**src/rtl/icon_update_ctrl_if.sv**
```systemverilog
// Update request bus between the PicoBlaze-side requester and icon_update_ctrl.
// Requester holds upd_req with stable data until it sees the one-cycle upd_ack.
interface icon_update_ctrl_if;
  logic       upd_req;
  logic [7:0] upd_locX;
  logic [7:0] upd_locY;
  logic [7:0] upd_info;
  logic       upd_ack;

  modport master (output upd_req, upd_locX, upd_locY, upd_info, input upd_ack);
  modport slave  (input upd_req, upd_locX, upd_locY, upd_info, output upd_ack);
endinterface

```
**src/rtl/icon_update_ctrl.sv**
```systemverilog
// Frame-synchronous update controller for the RojoBot icon renderer: buffers
// location/info updates and commits them only at the start of vertical blanking.
module icon_update_ctrl #(
  parameter int unsigned V_ACTIVE = 480,
  parameter int unsigned LOC_MAX  = 127,
  parameter logic [7:0]  INIT_X   = 8'd64,
  parameter logic [7:0]  INIT_Y   = 8'd64
) (
  input  logic                clk,
  input  logic                reset_n,
  input  logic [9:0]          vid_row,
  icon_update_ctrl_if.slave   updBus,
  output logic [7:0]          locX,
  output logic [7:0]          locY,
  output logic [7:0]          botInfo,
  output logic [2:0]          icon_page,
  output logic                pend,
  output logic [15:0]         frame_cnt,
  output logic [7:0]          overrun_cnt
);

  typedef enum logic {IDLE, PENDING} state_t;

  state_t     state, stateNext;
  logic       vbQ;
  logic       vblank;
  logic       vbRise;
  logic       accept;
  logic [7:0] reqX, reqY;
  logic [7:0] shadowX, shadowY, shadowInfo;

  function automatic logic [7:0] clampLoc(input logic [7:0] v);
    return (32'(v) > LOC_MAX) ? 8'(LOC_MAX) : v;
  endfunction

  assign vblank = (32'(vid_row) >= V_ACTIVE);
  assign vbRise = vblank & ~vbQ;
  assign accept = updBus.upd_req & ~updBus.upd_ack;
  assign reqX   = clampLoc(updBus.upd_locX);
  assign reqY   = clampLoc(updBus.upd_locY);
  assign pend   = (state == PENDING);

  always_comb begin
    stateNext = state;
    if (vbRise)
      stateNext = IDLE;
    else if (accept)
      stateNext = PENDING;
  end

  always_ff @(posedge clk or negedge reset_n) begin
    if (!reset_n) begin
      state          <= IDLE;
      vbQ            <= 1'b1;
      updBus.upd_ack <= 1'b0;
    end else begin
      state          <= stateNext;
      vbQ            <= vblank;
      updBus.upd_ack <= accept;
    end
  end

  always_ff @(posedge clk or negedge reset_n) begin
    if (!reset_n) begin
      shadowX    <= '0;
      shadowY    <= '0;
      shadowInfo <= '0;
    end else if (accept) begin
      shadowX    <= reqX;
      shadowY    <= reqY;
      shadowInfo <= updBus.upd_info;
    end
  end

  // A request landing on the vblank edge goes straight to the outputs,
  // superseding any stale shadow contents without counting an overrun.
  always_ff @(posedge clk or negedge reset_n) begin
    if (!reset_n) begin
      locX      <= INIT_X;
      locY      <= INIT_Y;
      botInfo   <= '0;
      icon_page <= '0;
    end else if (vbRise && accept) begin
      locX      <= reqX;
      locY      <= reqY;
      botInfo   <= updBus.upd_info;
      icon_page <= updBus.upd_info[2:0];
    end else if (vbRise && pend) begin
      locX      <= shadowX;
      locY      <= shadowY;
      botInfo   <= shadowInfo;
      icon_page <= shadowInfo[2:0];
    end
  end

  always_ff @(posedge clk or negedge reset_n) begin
    if (!reset_n) begin
      frame_cnt   <= '0;
      overrun_cnt <= '0;
    end else begin
      if (vbRise)
        frame_cnt <= frame_cnt + 16'd1;
      if (accept && pend && !vbRise && overrun_cnt != '1)
        overrun_cnt <= overrun_cnt + 8'd1;
    end
  end

endmodule

```
**src/flat_wrapper.sv**
```systemverilog
// flat-port wrapper written by rule: the top's interface ports become plain ports
module icon_update_ctrl_flat 
#(
  parameter int unsigned V_ACTIVE = 480,
  parameter int unsigned LOC_MAX  = 127,
  parameter logic [7:0]  INIT_X   = 8'd64,
  parameter logic [7:0]  INIT_Y   = 8'd64
)
  (clk, reset_n, vid_row, locX, locY, botInfo, icon_page, pend, frame_cnt, overrun_cnt, updBus_upd_req, updBus_upd_locX, updBus_upd_locY, updBus_upd_info, updBus_upd_ack);
  icon_update_ctrl_if updBus_i ();
  input  logic clk;
  input  logic reset_n;
  input  logic [9:0] vid_row;
  output logic [7:0] locX;
  output logic [7:0] locY;
  output logic [7:0] botInfo;
  output logic [2:0] icon_page;
  output logic pend;
  output logic [15:0] frame_cnt;
  output logic [7:0] overrun_cnt;
  input wire logic [$bits(updBus_i.upd_req)-1:0] updBus_upd_req;
  input wire logic [$bits(updBus_i.upd_locX)-1:0] updBus_upd_locX;
  input wire logic [$bits(updBus_i.upd_locY)-1:0] updBus_upd_locY;
  input wire logic [$bits(updBus_i.upd_info)-1:0] updBus_upd_info;
  output wire logic [$bits(updBus_i.upd_ack)-1:0] updBus_upd_ack;
  assign updBus_i.upd_req = updBus_upd_req;
  assign updBus_i.upd_locX = updBus_upd_locX;
  assign updBus_i.upd_locY = updBus_upd_locY;
  assign updBus_i.upd_info = updBus_upd_info;
  assign updBus_upd_ack = updBus_i.upd_ack;
  icon_update_ctrl #(.V_ACTIVE(V_ACTIVE), .LOC_MAX(LOC_MAX), .INIT_X(INIT_X), .INIT_Y(INIT_Y)) u_core (.clk(clk), .reset_n(reset_n), .vid_row(vid_row), .updBus(updBus_i), .locX(locX), .locY(locY), .botInfo(botInfo), .icon_page(icon_page), .pend(pend), .frame_cnt(frame_cnt), .overrun_cnt(overrun_cnt));
endmodule
```
**config.mk**
```make
export PLATFORM = sky130hd
export DESIGN_NAME = icon_update_ctrl_flat
export DESIGN_NICKNAME = d
export VERILOG_FILES = /design/src/rtl/icon_update_ctrl_if.sv /design/src/rtl/icon_update_ctrl.sv /design/src/flat_wrapper.sv
export SDC_FILE = /design/constraint.sdc
export NUM_CORES = 1
export LEC_CHECK = 0
export CAP_MARGIN = 20
export CORE_MARGIN = 3
export CORE_UTILIZATION = 61
export CTS_CLUSTER_SIZE = 28
export DETAILED_ROUTE_END_ITERATION = 7
export DONT_BUFFER_PORTS = 1
export PLACE_DENSITY = 0.83
export SYNTH_ARGS = -nofsm -noshare
export SYNTH_HDL_FRONTEND = slang
export SYNTH_SLANG_ARGS = --single-unit
```
**constraint.sdc**
```tcl
create_clock -name clk -period 2.2 [get_ports clk]
set_input_delay 0.44 -clock clk [delete_from_list [all_inputs] [get_ports clk]]
set_output_delay 0.44 -clock clk [all_outputs]
set_load 0.05 [all_outputs]
```
# Yosys cells after proc, flatten, opt, wreduce, memory -nomap -nowiden
# Cells that the tools add are included.
# Widths: inputs -> output; s select.
# totals
wordCells	42
out_inout_bits	53
reg_bits	78
in_bits	37
# classes
n_addsub	2
n_lt_le_gt_ge	3
n_bitwise	4
n_reduce_logical	8
muxes	12
n_eq_ne	1
# op_table
operator	count
$mux 8	8
$add 16x1->16 const B	1
$gt 8x7->1 const B	2
$ge 10x9->1 const B	1
$add 8x1->8 const B	1
$ne 8x8->1 const B	1
$mux 3	2
$logic_and 1x1->1	5
$reduce_bool 2->1	2
$and 1x1->1	2
$mux 1	2
$not 1->1	2
$logic_not 1->1	1

# Depth between registers and ports, before layout
# logic_depth
depth_word	5
depth_mapped	6

# Least setup slack after synthesis
# Ideal clock, no wire load.
# synth_path
kind	reg-to-reg
from	register u_core.overrun_cnt[0]
to	register u_core.overrun_cnt[1]
n_path_buf	0
t_arrival_ns	1.702
setup_ns	0.125
required_ns	2.075
period_less_slack_ns	1.827
stages_incl_launch_ff	6
setup_slack_ns	0.373
path_cell_list	dfrtp_1 ha_1 nand3_1 nor2_1 nor2_1 mux2_2
# synth_via
elab_chain_cells	2
# synth_rtl
item	line	rtl
from (decl)	icon_update_ctrl.sv:19	output logic [7:0] overrun_cnt
from (signal assigned)	icon_update_ctrl.sv:104	overrun_cnt <= overrun_cnt + 8'd1;
branches (longest 2 deep; another with $add 8x1->8)	n/a	
# Several ways; the timed one is not identified.
# A chain may end at the register's enable or synchronous reset.

# Worst setup path in the final report
# layout_path
from	register u_core.vbQ
to	register u_core.overrun_cnt[7]
# layout_via
elab_chain_cells	5
# layout_rtl
item	line	rtl
from (decl)	icon_update_ctrl.sv:25	logic vbQ;
from (signal assigned)	icon_update_ctrl.sv:58	vbQ <= vblank;
$not 1->1	icon_update_ctrl.sv:37	assign vbRise = vblank & ~vbQ;
$and 1x1->1	icon_update_ctrl.sv:37	
$logic_not 1->1	icon_update_ctrl.sv:103	if (accept && pend && !vbRise && overrun_cnt != '1)
$logic_and 1x1->1 (2 in series)	icon_update_ctrl.sv:103	
# No other way between the ends.

==> summary.log <==
qor: routing.count_of_nets_left_with_antenna_violations_after_detail_routing 0
qor: cts.post-cts-setup-buffers 0
qor: final_layout.layout.area.seq 0.001881 mm²
qor: final_layout.final_core_util 0.7390
qor: final_layout.net_count_reported_at_finish 323
qor: power.net_switching_power_of_the_design 1.784 mW
qor: timing.timing_hold_violations_final 0
qor: final_layout.design_area 0.003560 mm²
qor: power.power.sequential.fraction 0.498
qor: power.totalPowerFinal 4.304 mW
qor: global_routing.first_pass_grt_wire_length 10320 µm
qor: synthesis.post-synth-top-area-fraction 0.5778
qor: cts.cts_resized 0
qor: cts.cts_inserted_buffers 9
qor: final_layout.multi_input_combinational_cell_area 0.001154 mm²
qor: timing.finalWorstSetupSlack 0.3627 ns
qor: synthesis.async_set_or_reset_flop_fraction_in_the_synthesized_netlist 1.000
qor: synthesis.number_of_enable_flip_flop_cells_after_synthesis 0
qor: synthesis.yosysSeqAreaShare 0.6031
qor: synthesis.netlist.top_cell.by_area dfrtp_1
qor: placed_design.portBuffers 0
qor: die.dieArea 0.006005 mm²
qor: placed_design.gp_routability_congestion 0.7731
qor: routing.via_count 2036
qor: power.power_switching_share 0.4146
qor: routing.drt_first_iter_violations 86
qor: routing.dr.pass1.iters 4
qor: synthesis.synthesis.area 0.003118 mm²
qor: final_layout.fillerInstances 356
qor: synthesis.synthCells 255
qor: worst_setup_path.path_class reg2reg
qor: power.power.ir.vdd_worst 0.7157 mV
qor: timing.final.min_clock_period 1.837 ns
qor: global_routing.grt_antenna_before_repair 0
qor: die.die_x_extent 77.50 µm
qor: synthesis.top_post_synthesis_cells_by_area dfrtp_1 (58%), mux2_2 (6.1%), nand2_1 (5.4%)
qor: cts.postCtsHoldBufs 2
qor: die.floorplan.core_area 0.004817 mm²
qor: worst_setup_path.cp_slowest_cell dfstp_2
qor: routing.wirelength 6170 µm
qor: die.floorplan.die.height 77.50 µm
qor: worst_setup_path.worst_path_largest_cell_delay 0.68 ns
qor: timing.finalSetupViolCount 0
qor: die.initial_utilization 0.6473
qor: timing.accumulated_negative_setup_slack 0 ns
qor: synthesis.syn_area_cell 12.23 µm²
qor: worst_setup_path.cp-start-kind flop
qor: timing.unrepaired_setup_endpoints_after_global_routing no
qor: die.num_io_pins 90
qor: synthesis.distinct_cell_type_count_of_the_synthesized_netlist 38
qor: global_routing.grt_max_degree 76
qor: worst_setup_path.cp.required 2.43 ns
qor: timing.whs 0.2258 ns
qor: cts.cts.htree.levels 3
qor: worst_setup_path.critical_path.n_buffers_inverters 0
qor: placed_design.dp.cells 338
qor: final_layout.flow.area_growth_from_synthesis 14.17%
qor: timing.post-route-period-util 0.8351
qor: cts.numClockSinks 75
qor: placed_design.detailed_place.area 0.003339 mm²
qor: synthesis.yosysMostFrequentCell dfrtp_1
qor: routing.detail_route.drc_violations 0
qor: global_routing.grt_use_total 0.2247
qor: placed_design.dp_slack 0.3858 ns
qor: power.cellPowerDensity 1209 mW/mm²
qor: final_layout.final_cells 356
qor: worst_setup_path.critical_path_arrival 2.07 ns
qor: routing.routed_via_density 5.719
qor: timing.relSlewSlack 0.5852
qor: cts.clock_tree.root_cell clkbuf_8
qor: min_path.timing.hold.worst.class in2reg
qor: die.placement_rows 25
qor: final_layout.post_route_cells_drive_above_1_share 0.2491
qor: power.power.leakage 1.631 nW
qor: power.p_comb_frac 0.279
qor: synthesis.synth-seq-cells 75
qor: timing.worstMarginPinSlew 0.6199 ns
qor: power.part_of_the_total_power_dissipated_in_the_clock_network 0.223
qor: global_routing.grt_pass1_vias 2128
qor: cts.clk_pin_slew 0.08 ns
qor: outcome.outcome completed
qor: cts.cts_max_path_buffers 2
qor: worst_setup_path.worst_setup_path_end_kind flop
qor: cts.clock_tree_from_tritoncts done
qor: timing.fin_worst_skew 0.01047 ns
qor: run.max_cap_violations 0
qor: synthesis.synth_ff_type dfrtp_1
qor: worst_setup_path.crit_family flip-flops
qor: power.power.internal 2.520 mW
qor: global_routing.grt_overflow_total 0
qor: worst_setup_path.cp_cell_sequence nand2b_1 > o2111ai_2 > nor3_1 > mux2_1
qor: routing.post_drt_wl_per_cell 17.33 µm
qor: synthesis.synth_common_cells dfrtp_1 (72), nand2_1 (45), mux2_2 (17)
qor: worst_setup_path.path_max_fanout 8
qor: timing.fmax 544.3 MHz
qor: cts.clock_latency 0.34 ns
qor: synthesis.yosys_warnings 0
qor: placed_design.detailedPlacementHpwl 4106 µm
qor: final_layout.n_antenna_cell 0
qor: synthesis.synth_fp_nets 294
qor: timing.drv_slew 0
cell families after synthesis:
kind of cell,after synthesis,share of synthesized area
xor gates and xnor gates,21,0.05899
DFF,75,0.6031
muxes,18,0.06501
buffers and inverters,15,0.02689
AOI/OAI and AO/OA,35,0.08708
and+or+nand+nor,89,0.1509
adders and majority gates,2,0.008024
cell type report:
class                           count  share of cell area
Sequential cell                    75              0.5283
Multi-Input combinational cell    165              0.3241
Timing Repair Buffer               30             0.06960
Clock buffer                       14             0.04851
Tap cell                           67             0.02355
Inverter                            3            0.003163
Clock inverter                      2            0.002812
state kept, by name (all words and copies together), names as in the netlist:
signal	flops
u_core.shadowX	8
u_core.shadowY	8
u_core.locX	8
u_core.locY	8
u_core.botInfo	6
u_core.updBus.upd_ack	1
u_core.shadowInfo	8
u_core.vbQ	1
u_core.pend	1
u_core.overrun_cnt	8
u_core.icon_page	2
u_core.frame_cnt	16
power groups by stage:
stage / Combinational (mW) / Clock (mW) / Sequential, mW
after floorplan: 0.448 / 0 / 2.58
after global placement: 1.13 / 0 / 2.15
after detailed placement: 1.17 / 0 / 2.16
after CTS: 1.21 / 0.978 / 2.14
after global routing: 1.29 / 1.04 / 2.17
final: 1.20 / 0.958 / 2.14
placed cells by master (no fill, tap or decap), drive strengths merged:
master	n
clkinv	2
a211oi	1
and2	3
nor4	2
nor2	11
xor2	11
and3	2
xnor2	10
nand2	45
nand2b	4
o2111ai	1
and4	2
dfrtp	72
mux2	18
nand4	5
o22a	7
nand3	8
dfstp	3
a32o	2
buf	29
nor3	2
o22ai	7
o21ai	7
clkbuf	14
a41oi	1
a21oi	8
inv	3
nor4b	4
dlygate4sd3	1
a211o	1
ha	2
nor3b	1
metal layers:
layer,global-route usage,vias to the layer above,part of all wire
met1,0.2642,1022,0.40
met2,0.3713,66,0.51
li1,-,938,-
met3,0.07541,10,0.071
met4,0.1068,0,0.018
met5,0,-,0
path summary, 6_finish.rpt:
check,cells past startpoint,slack (ns),start,end
max,4,0.36,u_core.vbQ,u_core.overrun_cnt[7]
min,1,0.23,updBus_upd_locX[1],u_core.shadowX[1]
max reg2reg,4,0.36,u_core.vbQ,u_core.overrun_cnt[7]
min reg2reg,2,0.46,u_core.shadowY[6],u_core.shadowY[6]
max in group asynchronous,2,1.21,reset_n,u_core.locX[6]
min in group asynchronous,2,0.66,reset_n,u_core.overrun_cnt[4]
Power figures use the tool's default switching activity.
